--- src/rtl/and_port_pkg.sv ---
// Shared defaults for the and_port logic-gate primitive and its monitors.
package and_port_pkg;
    localparam int AND_PORT_WIDTH = 1;
    localparam int AND_PORT_CNT_W = 16;
endpackage

--- src/rtl/and_port_if.sv ---
// Operand/result bundle for and_port; the master drives operands, the slave drives results.
interface and_port_if
    import and_port_pkg::*;
#(
    parameter int WIDTH = AND_PORT_WIDTH,
    parameter int CNT_W = AND_PORT_CNT_W
);
    logic [WIDTH-1:0] a;
    logic [WIDTH-1:0] b;
    logic [WIDTH-1:0] out;
    logic [WIDTH-1:0] out_q;
    logic             out_chg;
    logic [CNT_W-1:0] chg_count;

    // No handshake: operands are sampled every rising edge, results are always valid.
    modport master (
        output a, b,
        input  out, out_q, out_chg, chg_count
    );

    modport slave (
        input  a, b,
        output out, out_q, out_chg, chg_count
    );
endinterface

--- src/rtl/and_port_sat_counter.sv ---
// Saturating up-counter with synchronous clear; holds at all-ones instead of wrapping.
module sat_counter #(
    parameter int CNT_W = 16
) (
    input  logic             clk,
    input  logic             rst,
    input  logic             inc,
    output logic [CNT_W-1:0] count
);
    logic [CNT_W-1:0] count_r;
    logic             at_max;

    assign at_max = (count_r == {CNT_W{1'b1}});
    assign count  = count_r;

    always_ff @(posedge clk) begin
        if (rst) begin
            count_r <= '0;
        end else if (inc && !at_max) begin
            count_r <= count_r + 1'b1;
        end
    end
endmodule

--- src/rtl/and_port.sv ---
// Bitwise AND with combinational and registered results, plus change pulse and change counter.
module and_port
    import and_port_pkg::*;
#(
    parameter int WIDTH = AND_PORT_WIDTH,
    parameter int CNT_W = AND_PORT_CNT_W
) (
    input logic      clk,
    input logic      rst,
    and_port_if.slave port
);
    logic [WIDTH-1:0] nxt;
    logic [WIDTH-1:0] out_q_r;
    logic             out_chg_r;
    logic             changed;
    logic [CNT_W-1:0] count;

    assign nxt      = port.a & port.b;
    assign port.out = nxt;

    // Compared against the current register, so the first edge after reset sees 0.
    assign changed = (nxt != out_q_r);

    always_ff @(posedge clk) begin
        if (rst) begin
            out_q_r   <= '0;
            out_chg_r <= 1'b0;
        end else begin
            out_q_r   <= nxt;
            out_chg_r <= changed;
        end
    end

    sat_counter #(
        .CNT_W (CNT_W)
    ) u_chg_counter (
        .clk   (clk),
        .rst   (rst),
        .inc   (changed),
        .count (count)
    );

    assign port.out_q     = out_q_r;
    assign port.out_chg   = out_chg_r;
    assign port.chg_count = count;
endmodule

--- src/flat_wrapper.sv ---
// flat-port wrapper written by rule: the top's interface ports become plain ports
module and_port_flat import and_port_pkg::*;
#(
    parameter int WIDTH = AND_PORT_WIDTH,
    parameter int CNT_W = AND_PORT_CNT_W
)
  (clk, rst, port_a, port_b, port_out, port_out_q, port_out_chg, port_chg_count);
  and_port_if #(.WIDTH(WIDTH), .CNT_W(CNT_W)) port_i ();
  input logic clk;
  input logic rst;
  input wire logic [$bits(port_i.a)-1:0] port_a;
  input wire logic [$bits(port_i.b)-1:0] port_b;
  output wire logic [$bits(port_i.out)-1:0] port_out;
  output wire logic [$bits(port_i.out_q)-1:0] port_out_q;
  output wire logic [$bits(port_i.out_chg)-1:0] port_out_chg;
  output wire logic [$bits(port_i.chg_count)-1:0] port_chg_count;
  assign port_i.a = port_a;
  assign port_i.b = port_b;
  assign port_out = port_i.out;
  assign port_out_q = port_i.out_q;
  assign port_out_chg = port_i.out_chg;
  assign port_chg_count = port_i.chg_count;
  and_port #(.WIDTH(WIDTH), .CNT_W(CNT_W)) u_core (.clk(clk), .rst(rst), .port(port_i));
endmodule
--- config.mk ---
export PLATFORM = sky130hd
export DESIGN_NAME = and_port_flat
export DESIGN_NICKNAME = d
export VERILOG_FILES = /design/src/rtl/and_port_pkg.sv /design/src/rtl/and_port_if.sv /design/src/rtl/and_port_sat_counter.sv /design/src/rtl/and_port.sv /design/src/flat_wrapper.sv
export SDC_FILE = /design/constraint.sdc
export NUM_CORES = 1
export LEC_CHECK = 0
export CORE_MARGIN = 2
export CORE_UTILIZATION = 45
export CTS_CLUSTER_DIAMETER = 150
export DETAILED_ROUTE_END_ITERATION = 16
export PLACE_DENSITY = 0.74
export REMOVE_ABC_BUFFERS = 1
export SETUP_SLACK_MARGIN = 0.5
export SYNTH_ARGS = -nofsm -noshare
export SYNTH_HDL_FRONTEND = slang
export SYNTH_SLANG_ARGS = --single-unit
--- constraint.sdc ---
create_clock -name clk -period 4.75 [get_ports clk]
set_clock_uncertainty 0.1 [all_clocks]
set_input_delay 0.95 -clock clk [delete_from_list [all_inputs] [get_ports clk]]
set_output_delay 0.95 -clock clk [all_outputs]
set_load 0.05 [all_outputs]
Word level (Yosys, flattened, before mapping)
Index checks and enable logic that the tools add are counted.

$mul: 0. $add $sub $neg: 1. Divide/modulo/power cells: 0. Equal/unequal tests: 2. Muxes and demuxes: 0. Shift operators: 0. $lt $le $gt $ge: 0. Reductions and logical operators: 2. Bitwise logic cells: 1.

Operators with widths (number): $add A16 B1 Y16 const B (1); $eq A16 B16 Y1 const B (1); $and A1 B1 Y1 (1); $logic_and A1 B1 Y1 (1); $logic_not A1 Y1 (1); $ne A1 B1 Y1 (1).

Word-level logic and storage cells: 9. Memories kept: 0. Register bits: 18. Memory bits (read-only): 0. Memory bits (writable): 0. Bits of input ports: 4. Output and inout bits: 19. Latch bits: 0.

Logic depth before layout (Yosys ltp)
Word-level depth: 3. Depth in mapped cells: 6. Mapped depth without buffers: 5.

Modules after synthesis
Synthesis repeated with hierarchy kept, for this count alone.

Cell total of the unflattened synthesis: 105. Area, all modules: 919.6 um2.

Modules (own cells, without submodules): sat_counter (instances 1, cells an instance 96, seq. area each 320.3 um2, area each 833.3 um2); and_port (instances 1, cells an instance 9, seq. area each 40.0 um2, area each 86.3 um2).

Least setup slack after synthesis
No wires, ideal clock.

Path kind: input port to output port. Start: input port_a. End: output port_out. Slack: 2.328 ns. Data required time: 3.700 ns. Arrival: 1.372 ns. Buffers on the path: 0. Cell stages on the path: 1. Cell sequence: and2_1.

Longest elaborated chain between the ends: 1.

RTL lines: from (decl) (line flat_wrapper.sv:11) `input wire logic [$bits(port_i.a)-1:0] port_a;`; $and A1 B1 Y1 (line and_port.sv:18) `assign nxt = port.a & port.b;`; to (decl) (line flat_wrapper.sv:13) `output wire logic [$bits(port_i.out)-1:0] port_out;`.

No other way between the ends.

Worst setup path in the final report
Start: input port_b. End: output port_out.

Longest elaborated chain between the ends: 1.

RTL lines: from (decl) (line flat_wrapper.sv:12) `input wire logic [$bits(port_i.b)-1:0] port_b;`; $and A1 B1 Y1 (line and_port.sv:18).

No other way between the ends.

==> flow_summary.ini <==
[sta]
period_share_pct = 72.3
worst_pin_slew_ns = 1.20
finalSetupViolCount = 0
min_period_ns = 3.44
slew_headroom_pct = 19.0
hold_viol = 0
slew_violations = 0
grt_setup_unrepaired = no
fmax_mhz = 291
tns_ns = 0

[cts]
cts_made_buffers = 3
cts.sinks = 18
ctsResizeCount = 0
cts_root_buffer = clkbuf_4
clk-insertion-delay-late_ns = 0.29
htree_levels = 1
cts_buffer_depth = 2
hold_buffers = 0
postCtsSetupBuffers = 0
cts_tree = built
cts.clk_slew.worst_paths_ns = 0.09

[global_routing]
first_global_vias = 739
grt_max_degree = 22
grt_pass1_wl_um = 3350
overflow = 0
grtUsageTotal_pct = 17.8
antenna_found_initial = 0

[routing]
ant_nets = 0
wl_per_cell_um = 13.0
viasPerCell = 5.80
wl_um = 1960
first_pass_iters = 4
drt_iter0_markers = 15
vias = 876
drc = 0

[critical_path]
endpoint_kind = output pin
reg2reg_from = u_core.u_chg_counter.count[14]
crit_arrival_ns = 2.39
r2r_end = u_core.u_chg_counter.count[5]
cp-start-kind = input port
critical_path.max_stage_delay_ns = 0.80
worstSetupPathType = in -> out
path_cells = clkdlybuf4s50_1, and2_1, clkdlybuf4s50_1
reg2reg_slack_ns = 2.29
cp.required_ns = 3.70
crit_path_top_delay_cell = clkdlybuf4s50_1
path_common_cell = clkdlybuf4s50_1
worst-path-max-fanout = 3
r2r_cells = 4

[cells_and_area]
layout.nets = 131
final_common_cell = clkdlybuf4s50_1
diodes = 0
area_growth_pct = 28.6
drive_gt1_share_pct = 8.87
final_cells = 151
layout_common_cells = clkdlybuf4s50_1, dfxtp_1, a21oi_1

[floorplanning]
core_um2 = 1940
ios = 23
initial_utilization_pct = 46.9
die_h_um = 49.0
dieArea_um2 = 2400
core.rowCount = 16
die_width_um = 49.0

[hold_path]
holdPathEnd = u_core.u_chg_counter.count[15]
whs_path_depth = 2
hp-class = reg -> reg
hold_start = u_core.u_chg_counter.count[15]

[yosys]
synthCells = 103
syn_area_um2 = 911
synth_area_per_cell_um2 = 8.84
yosysSeqAreaShare_pct = 39.6
ys_types = 33
ys_ff_latch = 18
ys_warn_count = 0

[placement]
hpwl_um = 1400
place.port_buffers = 22
place_inst = 148
place_congestion = 0.759

[power_and_ir_drop]
peakVddDrop_uv = 235
power.density_nw_per_um2 = 218
leakagePower_uw = 0.000354

[run]
max_cap_violations = 0

[run_status]
outcome = finished clean
-- flip-flops by register name, summed over array words and instances (netlist names) --
register,count
u_core.port.out_q,1
u_core.port.out_chg,1
u_core.u_chg_counter.count,16
-- per-layer routing --
layer  vias up  global-route usage, %  share of wire (%)
met1       410                   22.5                 47
met5         -                      0                  0
met3         4                   3.99                3.9
li1        443                      -                  -
met4         0                   8.57                2.0
met2        19                   28.5                 47
-- per-stage QoR --
step	cell area, um^2	setup WS [ns]	utilization (%)	power [uW]	hold slack, ns
floorplan	895	2.33	-	173	0.610
global placement	1150	1.33	59.1	184	0.383
detailed placement	1150	1.31	59.1	184	0.396
CTS	1170	1.31	60.3	258	0.417
global route	1170	1.23	60.3	266	0.441
finish	1170	1.31	60.3	256	0.409
-- worst max-delay path: cells and delay by family --
| kind | cells | cell delay [ns] |
|---|---|---|
| buffers and inverters | 2 | 1.29 |
| and+or+nand+nor | 1 | 0.14 |
-- worst max path at each step --
stage / from / end / slack (ns) / cells past startpoint
floorplan: port_a / port_out / 2.33 / 1
global placement: port_a / port_out / 1.33 / 3
detailed placement: port_b / port_out / 1.31 / 3
CTS: port_a / port_out / 1.31 / 3
global route: port_a / port_out / 1.23 / 3
finish: port_b / port_out / 1.31 / 3
-- cells by family after synthesis --
group,Yosys count,synth area share (%)
adder cells (fa/ha/maj),1,1.37
buffers and inverters,7,3.02
AO/OA/AOI/OAI,31,23.2
flip-flops,18,39.6
multiplexers,4,4.81
AND/OR/NAND/NOR,42,28.0
-- power by group --
| group | switching (uW) | total [uW] | internal [uW] |
|---|---|---|---|
| registers | 1.55 | 154 | 153 |
| logic | 16.6 | 26.4 | 9.82 |
| clock network | 45.3 | 74.8 | 29.5 |
-- cells in the mapped netlist --
master	instances	share of area, %
dfxtp_1	18	40
a21oi_1	11	6.0
o31ai_1	7	5.8
nor2_1	6	2.5
nand2_1	5	2.1
nand4_1	5	3.4
o21ai_0	5	2.7
or4_1	5	4.1
nor2b_1	4	2.7
and2_1	3	2.1
clkbuf_1	3	1.2
inv_1	3	1.2
mux2_2	3	3.7
nand3_1	3	1.6
or3_1	3	2.1
nor4b_1	2	1.9
a2111o_1	1	1.2
a2111oi_2	1	1.6
a211oi_1	1	0.82
a21bo_2	1	1.1
a21o_1	1	0.82
a31oi_1	1	0.69
a41o_1	1	1.1
and4_1	1	0.96
buf_2	1	0.55
ha_1	1	1.4
mux2i_1	1	1.1
nand3b_1	1	0.82
nor4_1	1	0.69
nor4_2	1	1.4
o2111a_1	1	1.2
or2_2	1	0.69
or3b_2	1	0.96
-- area by class of cell --
| type | instances | area, um^2 |
|---|---|---|
| fillers | 182 | 771 |
| multi-input cells | 78 | 523 |
| flip-flops and latches | 18 | 360 |
| repair buffers | 22 | 220 |
| well taps | 27 | 33.8 |
| clock buffers | 3 | 22.5 |
| inverters | 3 | 11.3 |
No activity file was read; power rests on OpenSTA's default activity.
